`src/rtl/adsd_pkg.sv`:
```
// ----------------------------------------------------------------------------
// adsd_pkg
// Shared constants and types for the ADSD RISC memory arbiter.
//   ADDR_W      : default word address width
//   DATA_W      : default data word width
//   mem_owner_t : which port a pending memory read belongs to
// ----------------------------------------------------------------------------
package adsd_pkg;

    localparam int ADDR_W = 16;
    localparam int DATA_W = 16;

    typedef enum logic {
        OWN_FETCH = 1'b0,
        OWN_DATA  = 1'b1
    } mem_owner_t;

endpackage : adsd_pkg

```
`src/rtl/adsd_mem_arbiter.sv`:
```
// ----------------------------------------------------------------------------
// adsd_mem_arbiter
// Shares one single-port synchronous 16-bit memory between the CPU
// instruction-fetch port and the load/store data port. At most one access
// is granted per cycle; read data returns to its owner exactly one cycle
// after the grant. A data access with d_lock=1 keeps the bus owned by the
// data port so read-modify-write sequences are not interleaved with fetches.
//
// Optional build macro: ADSD_ARB_FAIRNESS_EN
//   When defined, a wait counter lets fetch win over data after WAIT_MAX
//   consecutive denials (not while locked). When undefined, data always
//   has priority over fetch and the WAIT_MAX parameter does not exist.
//
// Ports:
//   clk, rst            : clock (rising edge), async active-low reset
//   if_req/if_addr      : fetch request and address (held until if_gnt)
//   if_gnt              : fetch granted this cycle (combinational)
//   if_rvalid/if_rdata  : fetch read data return
//   d_req/d_we/d_lock   : data request, write enable, bus lock
//   d_addr/d_wdata      : data address and write data
//   d_gnt               : data granted this cycle (combinational)
//   d_rvalid/d_rdata    : data read data return (never for writes)
//   mem_en/mem_we       : memory enable / write enable
//   mem_addr/mem_wdata  : memory address / write data
//   mem_rdata           : memory read data, valid the cycle after a read
// ----------------------------------------------------------------------------
module adsd_mem_arbiter #(
    parameter int ADDR_W = adsd_pkg::ADDR_W,
    parameter int DATA_W = adsd_pkg::DATA_W
`ifdef ADSD_ARB_FAIRNESS_EN
    ,
    parameter int WAIT_MAX = 4
`endif
) (
    input  logic              clk,
    input  logic              rst,
    input  logic              if_req,
    input  logic [ADDR_W-1:0] if_addr,
    output logic              if_gnt,
    output logic              if_rvalid,
    output logic [DATA_W-1:0] if_rdata,
    input  logic              d_req,
    input  logic              d_we,
    input  logic              d_lock,
    input  logic [ADDR_W-1:0] d_addr,
    input  logic [DATA_W-1:0] d_wdata,
    output logic              d_gnt,
    output logic              d_rvalid,
    output logic [DATA_W-1:0] d_rdata,
    output logic              mem_en,
    output logic              mem_we,
    output logic [ADDR_W-1:0] mem_addr,
    output logic [DATA_W-1:0] mem_wdata,
    input  logic [DATA_W-1:0] mem_rdata
);

    import adsd_pkg::*;

    logic              r_locked;
    logic              r_rdPend;
    mem_owner_t        r_rdOwner;
    logic [DATA_W-1:0] r_ifRdata;
    logic [DATA_W-1:0] r_dRdata;

    logic              w_ifGnt;
    logic              w_dGnt;
    logic              w_force;
    logic              w_readGnt;

`ifdef ADSD_ARB_FAIRNESS_EN
    localparam int CNT_W = $clog2(WAIT_MAX + 1);

    logic [CNT_W-1:0] r_waitCnt;

    // Fetch has been denied WAIT_MAX times in a row: let it through once.
    assign w_force = if_req && !r_locked && (r_waitCnt == CNT_W'(WAIT_MAX));

    // Count consecutive unlocked fetch denials, saturating at WAIT_MAX.
    // Cycles spent locked neither count nor reset the history.
    always_ff @(posedge clk or negedge rst) begin
        if (!rst) begin
            r_waitCnt <= '0;
        end else if (w_ifGnt || !if_req) begin
            r_waitCnt <= '0;
        end else if (!r_locked && (r_waitCnt != CNT_W'(WAIT_MAX))) begin
            r_waitCnt <= r_waitCnt + 1'b1;
        end
    end
`else
    assign w_force = 1'b0;
`endif

    // Single-winner grant. Grants are gated by rst so nothing reaches the
    // memory while the arbiter is held in reset.
    always_comb begin
        w_ifGnt = 1'b0;
        w_dGnt  = 1'b0;
        if (rst) begin
            if (r_locked) begin
                w_dGnt = d_req;
            end else if (w_force) begin
                w_ifGnt = 1'b1;
            end else if (d_req) begin
                w_dGnt = 1'b1;
            end else if (if_req) begin
                w_ifGnt = 1'b1;
            end
        end
    end

    assign if_gnt = w_ifGnt;
    assign d_gnt  = w_dGnt;

    // Memory port driven from the winner; idle bus is all zeros.
    always_comb begin
        mem_en    = w_ifGnt | w_dGnt;
        mem_we    = w_dGnt & d_we;
        mem_addr  = '0;
        mem_wdata = '0;
        if (w_dGnt) begin
            mem_addr = d_addr;
            if (d_we) begin
                mem_wdata = d_wdata;
            end
        end else if (w_ifGnt) begin
            mem_addr = if_addr;
        end
    end

    assign w_readGnt = w_ifGnt | (w_dGnt & ~d_we);

    // Remember who issued this cycle's read so the returning data goes to
    // the right port next cycle; also track the data-port bus lock.
    always_ff @(posedge clk or negedge rst) begin
        if (!rst) begin
            r_rdPend  <= 1'b0;
            r_rdOwner <= OWN_FETCH;
            r_locked  <= 1'b0;
        end else begin
            r_rdPend <= w_readGnt;
            if (w_readGnt) begin
                r_rdOwner <= w_dGnt ? OWN_DATA : OWN_FETCH;
            end
            if (w_dGnt) begin
                r_locked <= d_lock;
            end
        end
    end

    assign if_rvalid = r_rdPend && (r_rdOwner == OWN_FETCH);
    assign d_rvalid  = r_rdPend && (r_rdOwner == OWN_DATA);

    // Capture returning data so each port keeps showing its last word
    // while the other port owns the return path.
    always_ff @(posedge clk or negedge rst) begin
        if (!rst) begin
            r_ifRdata <= '0;
            r_dRdata  <= '0;
        end else begin
            if (if_rvalid) begin
                r_ifRdata <= mem_rdata;
            end
            if (d_rvalid) begin
                r_dRdata <= mem_rdata;
            end
        end
    end

    // Data passes straight through from memory in the return cycle.
    assign if_rdata = if_rvalid ? mem_rdata : r_ifRdata;
    assign d_rdata  = d_rvalid  ? mem_rdata : r_dRdata;

endmodule : adsd_mem_arbiter

```
`config.mk`:
```
export PLATFORM = sky130hd
export DESIGN_NAME = adsd_mem_arbiter
export DESIGN_NICKNAME = d
export VERILOG_FILES = /design/src/rtl/adsd_pkg.sv /design/src/rtl/adsd_mem_arbiter.sv
export SDC_FILE = /design/constraint.sdc
export NUM_CORES = 1
export LEC_CHECK = 0
export ABC_CLOCK_PERIOD_IN_PS = 4900
export CORE_MARGIN = 2
export CORE_UTILIZATION = 37
export CTS_CLUSTER_DIAMETER = 120
export DETAILED_ROUTE_END_ITERATION = 12
export GPL_TIMING_DRIVEN = 0
export PLACE_DENSITY = 0.82
export SYNTH_ARGS = -nofsm -noshare
export SYNTH_HDL_FRONTEND = slang
export SYNTH_SLANG_ARGS = --single-unit
```
`constraint.sdc`:
```
create_clock -name clk -period 4.9 [get_ports clk]
set_clock_uncertainty 0.2 [all_clocks]
set_input_delay 0.98 -clock clk [delete_from_list [all_inputs] [get_ports clk]]
set_output_delay 0.98 -clock clk [all_outputs]
set_load 0.02 [all_outputs]
```
==> impl_metrics.py <==
metrics = {
    "floorplanning": {
        "start_util_pct": 37.9,
        "rows": 26,
        "die_y_um": 76.1,
        "die_area_um2": 5790,
        "die_w_um": 76.1,
        "core_um2": 5070,
        "ioPinCount": 140,
    },
    "logic_synthesis": {
        "yosys_warnings": 0,
        "postSynthAreaPerCell_um2": 12.0,
        "synth.cell_area_um2": 1920,
        "ys_ff_latch": 35,
        "seq_area_frac_synth_pct": 45.5,
        "netlist_instances": 161,
        "synth.distinct_cells": 22,
        "syn_nets": 231,
    },
    "setup_path": {
        "end_kind": "output port",
        "cp_slowest_cell": "buf_2",
        "crit_path_cell_trace": "buf_2 > and3_1 > buf_2 > buf_2 > and2_1 > clkdlybuf4s50_1",
        "cpPeakStageDelay_ps": 610,
        "worst-path-max-fanout": 39,
        "cpLargestDelayFamily": "buffers and inverters",
        "worstPathArrival_ps": 2970,
        "crit_type": "primary input to output port",
        "crit_required_ps": 3720,
        "crit_top_cell": "buf_2",
        "cp.buffers_inverters": 4,
        "cp-start-kind": "primary input",
    },
    "power": {
        "p_leak_nw": 1.40,
        "peakVddDrop_mv": 0.271,
        "power.density_nw_per_um2": 357,
    },
    "clock_network": {
        "postCtsHoldBufs": 0,
        "worstSkewPairLatency_ps": 280,
        "cts_sinks": 35,
        "cts_root_buffer": "clkbuf_8",
        "clk_path_buf_depth": 2,
        "cts_buffers": 5,
        "cts_post_setup_buffers_inserted": 0,
        "clk_pin_slew_ps": 60,
        "ctsResizeCount": 0,
        "cts_max_level": 2,
        "cts_tree": "done",
    },
    "routing": {
        "first_iter_violations": 36,
        "post_drt_wl_per_cell_um": 14.2,
        "postRouteWirelength_um": 5360,
        "route.detailed.drc": 0,
        "dr.pass1.iters": 4,
        "viasPerCell": 4.71,
        "via_count": 1776,
        "drtAntennaViolNets": 0,
    },
    "sta": {
        "tightest_slew_ps": 796,
        "rsz0062_at_grt": "false",
        "slew_violations": 0,
        "max_freq_mhz": 241,
        "relSlewSlack_pct": 46.9,
        "whs_ps": 293,
        "final_hold_viol_count": 0,
        "finalSetupViolCount": 0,
        "fin_crit_sh_pct": 84.6,
        "period_needed_ps": 4150,
        "fin_ws_ps": 754,
    },
    "outcome": {
        "status": "finished, final reports clean",
    },
    "placement": {
        "io_buffers": 139,
        "placedCellCount": 370,
        "place_hpwl_um": 4210,
        "place_ws_ps": 695,
        "place_congestion": 0.730,
    },
    "global_routing": {
        "grt_max_degree": 40,
        "grt_pass1_wl_um": 8800,
        "grt_usage_pct": 18.8,
        "grt_overflow": 0,
        "antenna_found_initial": 0,
        "grt_pass1_vias": 1836,
    },
    "layout": {
        "layout_commonest_cell": "clkdlybuf4s50_1",
        "final_cells": 377,
        "final_util_pct": 69.0,
        "drive_above_1_share_pct": 15.6,
        "fin_nets": 377,
        "area_growth_pct": 81.9,
        "n_antenna_cell": 0,
        "nFillCells": 429,
        "final_cell_mix": "138 x clkdlybuf4s50_1, 35 x dfrtp_1, 21 x mux2_2",
    },
    "worst_hold_path": {
        "hold_path.class": "flip-flop to flip-flop",
    },
    "run": {
        "drv_cap": 0,
    },
}
## power by group
| group | switching [mW] | total, mW | internal [mW] |
|---|---|---|---|
| Clock | 0.0940 | 0.243 | 0.149 |
| Combinational | 0.269 | 0.599 | 0.330 |
| Sequential | 0.0243 | 0.406 | 0.382 |
## worst paths after layout
path / from / to / slack [ps] / cells after the start
max: rst / mem_wdata[13] / 750 / 6
min: r_ifRdata[12] / r_ifRdata[12] / 290 / 1
max reg2reg: r_rdOwner / r_ifRdata[11] / 3360 / 4
min reg2reg: r_ifRdata[12] / r_ifRdata[12] / 290 / 1
max in group asynchronous: rst / r_dRdata[0] / 3420 / 1
min in group asynchronous: rst / r_ifRdata[12] / 580 / 1
## routing by layer
metal	up-vias	routed length, um	part of all wire (%)	GRT usage (%)
met3	7	326	6.1	4.50
met5	-	0	0	0
met1	835	2230	42	21.0
met4	0	73	1.4	6.00
met2	77	2730	51	35.1
li1	857	-	-	-
## kinds of logic after synthesis
kind of cell / Yosys count / share of synthesized area [%]
AOI/OAI and AO/OA: 19 / 7.41
buffers and inverters: 16 / 4.81
DFF: 35 / 45.5
muxes: 33 / 21.1
and+or+nand+nor: 58 / 21.2
## registers in the layout (all words and copies together), names as in the netlist
register / flops
r_rdOwner: 1
r_locked: 1
r_rdPend: 1
r_ifRdata: 16
r_dRdata: 16
## cell usage after synthesis
cell,number,area (um2)
buf_6,3,33.8
and4bb_2,1,12.5
inv_1,2,7.51
mux2_1,3,33.8
nand4bb_1,16,180
mux2_4,9,135
and2_1,17,106
and3_1,1,6.26
nand2b_1,1,6.26
nor2b_1,3,18.8
a211oi_1,1,7.51
nand2_1,16,60.1
nor3b_1,1,7.51
o21a_1,2,15.0
buf_2,5,25.0
dfrtp_1,35,876
nand2_2,1,6.26
a21boi_0,16,120
buf_4,1,7.51
nor2_1,1,3.75
mux2_2,21,236
clkbuf_1,5,18.8
## final cells by class
cell class / instances / area (um2) / share of cell area (%)
multi-input cells: 110 / 956 / 27.3
inverters: 2 / 7.51 / 0.214
clock inverters: 1 / 30.0 / 0.858
plain buffers: 14 / 85.1 / 2.43
well taps: 70 / 87.6 / 2.50
clock buffers: 6 / 72.6 / 2.07
repair buffers: 139 / 1390 / 39.6
flip-flops and latches: 35 / 876 / 25.0
## worst register-to-register path: cells and delay by family, from the launching register on
kind,cells,cell delay (ps)
AND/OR/NAND/NOR,1,150
multiplexers,1,320
flip-flops,1,410
buffers and inverters,2,340
## through the flow
step	instance area, um2	total power, mW	setup TNS, ps
2_1_floorplan	1920	0.715	0
3_3_place_gp	3400	1.00	-6090
3_5_place_dp	3400	1.02	0
4_1_cts	3500	1.27	0
5_1_grt	3500	1.32	0
6_report	3500	1.25	0
Note: power is estimated with default switching activity, not from simulation.
